==> config.mk <==
export PLATFORM = sky130hd
export DESIGN_NAME = quad_decoder
export DESIGN_NICKNAME = d
export VERILOG_FILES = /design/src/rtl/quad_pkg.sv /design/src/rtl/sync_ff.sv /design/src/rtl/quad_decoder.sv
export SDC_FILE = /design/constraint.sdc
export NUM_CORES = 1
export LEC_CHECK = 0
export ABC_AREA = 0
export CAP_MARGIN = 20
export CORE_UTILIZATION = 25
export CTS_CLUSTER_DIAMETER = 50
export DETAILED_ROUTE_END_ITERATION = 16
export GPL_ROUTABILITY_DRIVEN = 0
export GPL_TIMING_DRIVEN = 0
export PLACE_DENSITY = 0.42
export SYNTH_ARGS = -nofsm -noshare
export SYNTH_HDL_FRONTEND = slang
export SYNTH_SLANG_ARGS = --single-unit
export TNS_END_PERCENT = 50
==> constraint.sdc <==
create_clock -name clk -period 3.45 [get_ports clk]
set_input_delay 0.345 -clock clk [delete_from_list [all_inputs] [get_ports clk]]
set_output_delay 0.345 -clock clk [all_outputs]
set_load 0.05 [all_outputs]
==> src/rtl/quad_pkg.sv <==
// Shared types and constants for the quadrature decoder: FSM states,
// the four {A,B} phase codes and the direction encoding.
package quad_pkg;

    typedef enum logic {
        INIT  = 1'b0,
        TRACK = 1'b1
    } quad_state_t;

    // Phase codes in up order; the down sequence walks this list backwards.
    localparam logic [1:0] PH_00 = 2'b00;
    localparam logic [1:0] PH_10 = 2'b10;
    localparam logic [1:0] PH_11 = 2'b11;
    localparam logic [1:0] PH_01 = 2'b01;

    localparam logic DIR_UP   = 1'b1;
    localparam logic DIR_DOWN = 1'b0;

endpackage

==> src/rtl/sync_ff.sv <==
// Single-bit multi-flop synchronizer with asynchronous active-low reset.
// DEPTH must be at least 2.
module sync_ff #(
    parameter int DEPTH = 2
) (
    input  logic clk,
    input  logic reset,
    input  logic d,
    output logic q
);

    logic [DEPTH-1:0] stages;

    always_ff @(posedge clk or negedge reset) begin
        if (!reset) begin
            stages <= '0;
        end else begin
            stages <= {stages[DEPTH-2:0], d};
        end
    end

    assign q = stages[DEPTH-1];

endmodule

==> src/rtl/quad_decoder.sv <==
// Quadrature decoder: synchronizes A/B, tracks the previous phase and produces
// step/direction pulses, a wrapping position count and a sticky error flag.
module quad_decoder
    import quad_pkg::*;
#(
    parameter int WIDTH       = 4,
    parameter int SYNC_STAGES = 2
) (
    input  logic             clk,
    input  logic             reset,
    input  logic             quad_a,
    input  logic             quad_b,
    input  logic             clear,
    output logic             step,
    output logic             up_down,
    output logic [WIDTH-1:0] count,
    output logic             err,
    output quad_state_t      state
);

    logic       a_sync;
    logic       b_sync;
    logic [1:0] cur;
    logic [1:0] prev;
    logic [1:0] dec;
    logic [2:0] prime_cnt;

    quad_state_t      state_nxt;
    logic [1:0]       prev_nxt;
    logic [2:0]       prime_nxt;
    logic             step_nxt;
    logic             dir_nxt;
    logic [WIDTH-1:0] count_nxt;
    logic             err_nxt;

    sync_ff #(.DEPTH(SYNC_STAGES)) u_sync_a (
        .clk   (clk),
        .reset (reset),
        .d     (quad_a),
        .q     (a_sync)
    );

    sync_ff #(.DEPTH(SYNC_STAGES)) u_sync_b (
        .clk   (clk),
        .reset (reset),
        .d     (quad_b),
        .q     (b_sync)
    );

    assign cur = {a_sync, b_sync};

    // Returns {legal, dir}; no-change and double-bit changes are both not legal.
    function automatic logic [1:0] decode(input logic [1:0] prv, input logic [1:0] nxt);
        case ({prv, nxt})
            {PH_00, PH_10}, {PH_10, PH_11},
            {PH_11, PH_01}, {PH_01, PH_00}: decode = {1'b1, DIR_UP};
            {PH_00, PH_01}, {PH_01, PH_11},
            {PH_11, PH_10}, {PH_10, PH_00}: decode = {1'b1, DIR_DOWN};
            default:                        decode = 2'b00;
        endcase
    endfunction

    assign dec = decode(prev, cur);

    always_ff @(posedge clk or negedge reset) begin
        if (!reset) begin
            state     <= INIT;
            prev      <= PH_00;
            prime_cnt <= '0;
            step      <= 1'b0;
            up_down   <= DIR_UP;
            count     <= '0;
            err       <= 1'b0;
        end else begin
            state     <= state_nxt;
            prev      <= prev_nxt;
            prime_cnt <= prime_nxt;
            step      <= step_nxt;
            up_down   <= dir_nxt;
            count     <= count_nxt;
            err       <= err_nxt;
        end
    end

    // INIT keeps reloading the previous sample until the synchronizers hold
    // real pin levels, so pins that are non-zero at reset release never look
    // like a transition; the last INIT cycle captures the reference sample.
    always_comb begin
        state_nxt = state;
        prev_nxt  = prev;
        prime_nxt = prime_cnt;
        step_nxt  = 1'b0;
        dir_nxt   = up_down;
        count_nxt = count;
        err_nxt   = err;

        case (state)
            INIT: begin
                prev_nxt = cur;
                if (prime_cnt == 3'(SYNC_STAGES)) begin
                    state_nxt = TRACK;
                end else begin
                    prime_nxt = prime_cnt + 3'd1;
                end
            end
            TRACK: begin
                prev_nxt = cur;
                if (dec[1]) begin
                    step_nxt  = 1'b1;
                    dir_nxt   = dec[0];
                    count_nxt = dec[0] ? count + WIDTH'(1) : count - WIDTH'(1);
                end else if (prev != cur) begin
                    err_nxt = 1'b1;
                end
            end
            default: state_nxt = INIT;
        endcase

        // clear wins over a same-cycle step for count, but step/dir still report it.
        if (clear) begin
            count_nxt = '0;
            err_nxt   = 1'b0;
        end
    end

endmodule
==> impl_metrics.toml <==
[sta]
fin_crit_sh_pct = 81.7
worst-slew-pin-transition_ns = 0.766
drv_slew = 0
setup_viol = 0
rsz0062_at_grt = "false"
finalClockSkew_ns = 0.00192
fmaxAchievable_mhz = 355
hold_viol_final = 0
fin_crit_ns = 2.82
setup_tns_ns = 0
timing.hold.ws_ns = 0.355
relSlewSlack_pct = 48.8
timing.final.ws_setup_ns = 0.630

[floorplan]
core_mm2 = 0.00342
initial_core_util_pct = 26.7
die_area_mm2 = 0.00390
rows = 21
die_w_um = 62.4
io_pins = 13
dieHeight_um = 62.4

[flow_run]
max_cap_viol_count = 0

[global_route]
grt_pass1_wl_um = 2500
grt_use_total_pct = 8.33
grt_pass1_vias = 554
grtUsageMet3_pct = 3.65
grtUsageMet1_pct = 9.20
grt_max_degree = 18
use_met2_pct = 14.3
antenna_found_initial = 0
grt_overflow = 0
top_usage_layer = "met2"

[cells_and_area]
fin_area_mm2 = 0.00112
drive_gt1_share_pct = 8.89
stdcell_count = 136
syn_to_final_growth_pct = 22.3
final_nets = 108
final_core_util_pct = 32.7
diodes = 0

[setup_path]
required_ns = 3.62
crit_slowest_cell = "mux4_1"
worstPathMaxFanout = 7
cpPeakStageDelay_ns = 0.58
path_buf_inv = 2
endpoint_kind = "register"
crit_family = "multiplexers"
critPathKind = "register to register"
arrival_ns = 2.99
crit_chain = "inv_1 -> ha_1 -> mux4_1 -> inv_1 -> ha_1 -> nor2_1 -> nand3_1 -> o31ai_1 -> a2111oi_2 -> mux2_1"
start_kind = "register"

[yosys]
synth_area_per_cell_um2 = 12.3
synthesis.area_um2 = 913
netlist-cell-type-count = 23
synth_area_leaders = "dfrtp_1 (44%), ha_1 (16%), mux4_1 (5.8%), xnor2_1 (5.8%), inv_1 (3.3%)"
async_flop_share_pct = 100
synth_top_cell_area_share_pct = 43.8
ys_warn_count = 0
yosysSeqAreaShare_pct = 46.7
ys_ff_latch = 17
syn-num-nets = 91
synth_common_cells = "dfrtp_1 (16), ha_1 (12), inv_1 (8)"
synthCells = 74
synth-edff-count = 0
yosys.area.top_type = "dfrtp_1"
synth.most_common_cell = "dfrtp_1"
synth_ff_type = "dfrtp_1"

[placed_design]
dp_slack_ns = 0.598
dp_cells = 132
dp_hpwl_um = 1040
port_buffers = 12
placed_area_mm2 = 0.00109

[detailed_routing]
dr.pass1.iters = 4
finalWirelength_um = 1350
ant_nets = 0
drtIter0Drc = 45
remaining_drc_errors = 0
wl_per_cell_um = 9.93
vias_per_cell = 4.05
vias = 551

[clocking]
cts_num_sinks = 17
cts.reportedPaths.clkPinSlew_ns = 0.09
cts_buffers = 3
cts_hold_buf = 0
clk_latency_ns = 0.28
postCtsResizedCells = 0
cts_max_level = 1
cts_buffer_depth = 2
postCtsSetupBuffers = 0
cts_root_buf = "clkbuf_4"
cts_tree = "yes"

[power_and_ir_drop]
p_sw_share_pct = 38.3
vdd_ir_drop_max_uv = 231
combPwrFrac_pct = 42.3
power_leakage_nw = 0.502
total_power_mw = 0.618
power_frac_clock_pct = 16.5
seq_power_share_pct = 41.3
p_switching_mw = 0.237
p_int_mw = 0.381
power_density_mw_per_mm2 = 553

[outcome]
status = "completed"

[min_path]
hp-class = "register to register"
final timing paths:
check | slack [ns] | end | cells past startpoint | start
hold reg to reg | 0.36 | u_sync_a.stages[1] | 0 | u_sync_a.stages[0]
hold / removal | 0.36 | u_sync_a.stages[1] | 0 | u_sync_a.stages[0]
min in group asynchronous | 0.50 | count[2] | 1 | reset
setup / recovery | 0.63 | count[3] | 10 | u_sync_a.stages[1]
setup reg to reg | 0.63 | count[3] | 10 | u_sync_a.stages[1]
max in group asynchronous | 2.47 | prime_cnt[1] | 1 | reset
per-layer routing:
layer | vias to the layer above | part of all wire, %
met5 | - | 0
met4 | 0 | 0.74
met3 | 2 | 5.3
met2 | 14 | 50
met1 | 259 | 44
li1 | 276 | -
cells in the final DEF, fill, tap and decap left out:
master	synthesis	routed
xnor2_1	6	6
xor2_1	3	3
nand3_1	1	1
o31ai_1	1	1
dfrtp_1	16	16
dfstp_2	1	1
o21bai_1	1	1
nand2_1	5	5
clkbuf_1	0	1
nor2b_1	1	1
ha_1	12	12
buf_6	1	1
mux2_2	1	1
mux2i_1	2	2
clkbuf_4	0	3
nor2_1	6	6
inv_1	8	8
a31oi_1	1	1
a221oi_1	1	1
a21oi_1	1	1
mux2_1	1	1
o21ai_0	1	1
mux4_1	2	2
nand2b_4	1	1
clkdlybuf4s50_1	0	12
a2111oi_2	1	1
cells by family (layout without fill, tap and decap cells):
family / count (synthesis) / count (layout) / synth area share [%]
DFF: 17 / 17 / 46.7
and+or+nand+nor: 14 / 14 / 7.26
adders and majority gates: 12 / 12 / 16.4
xor gates and xnor gates: 9 / 9 / 8.63
buffers and inverters: 9 / 25 / 4.52
AOI/OAI and AO/OA: 7 / 7 / 6.03
muxes: 6 / 6 / 10.4
state kept, by name, indices dropped and copies added, names as in the netlist:
register	cells
prime_cnt	3
err	1
up_down	1
step	1
prev	2
u_sync_b.stages	2
count	4
u_sync_a.stages	2
state	1
final cells by class:
| type | count | area, um^2 |
|---|---|---|
| Buffer | 1 | 11.3 |
| Clock buffer | 4 | 26.3 |
| Fill cell | 345 | 2300 |
| Inverter | 8 | 30.0 |
| Multi-Input combinational cell | 48 | 445 |
| Sequential cell | 17 | 427 |
| Tap cell | 46 | 57.6 |
| Timing Repair Buffer | 12 | 120 |
worst reg2reg max path: cells and delay by family (launching register included):
kind	cells	cell delay (ns)
mux	2	0.94
fa+ha+maj	2	0.43
flops	1	0.48
compound gates	2	0.44
simple gates	2	0.14
buf+inv	2	0.28
power by group through the flow:
stage                     Combinational (mW)  Clock (mW)  Sequential (mW)
after floorplan                        0.110           0            0.337
after global placement                 0.263           0            0.259
after detailed placement               0.264           0            0.260
after CTS                              0.265       0.110            0.256
after global routing                   0.285       0.120            0.260
final                                  0.261       0.102            0.255
(Power assumes the default switching activity.)
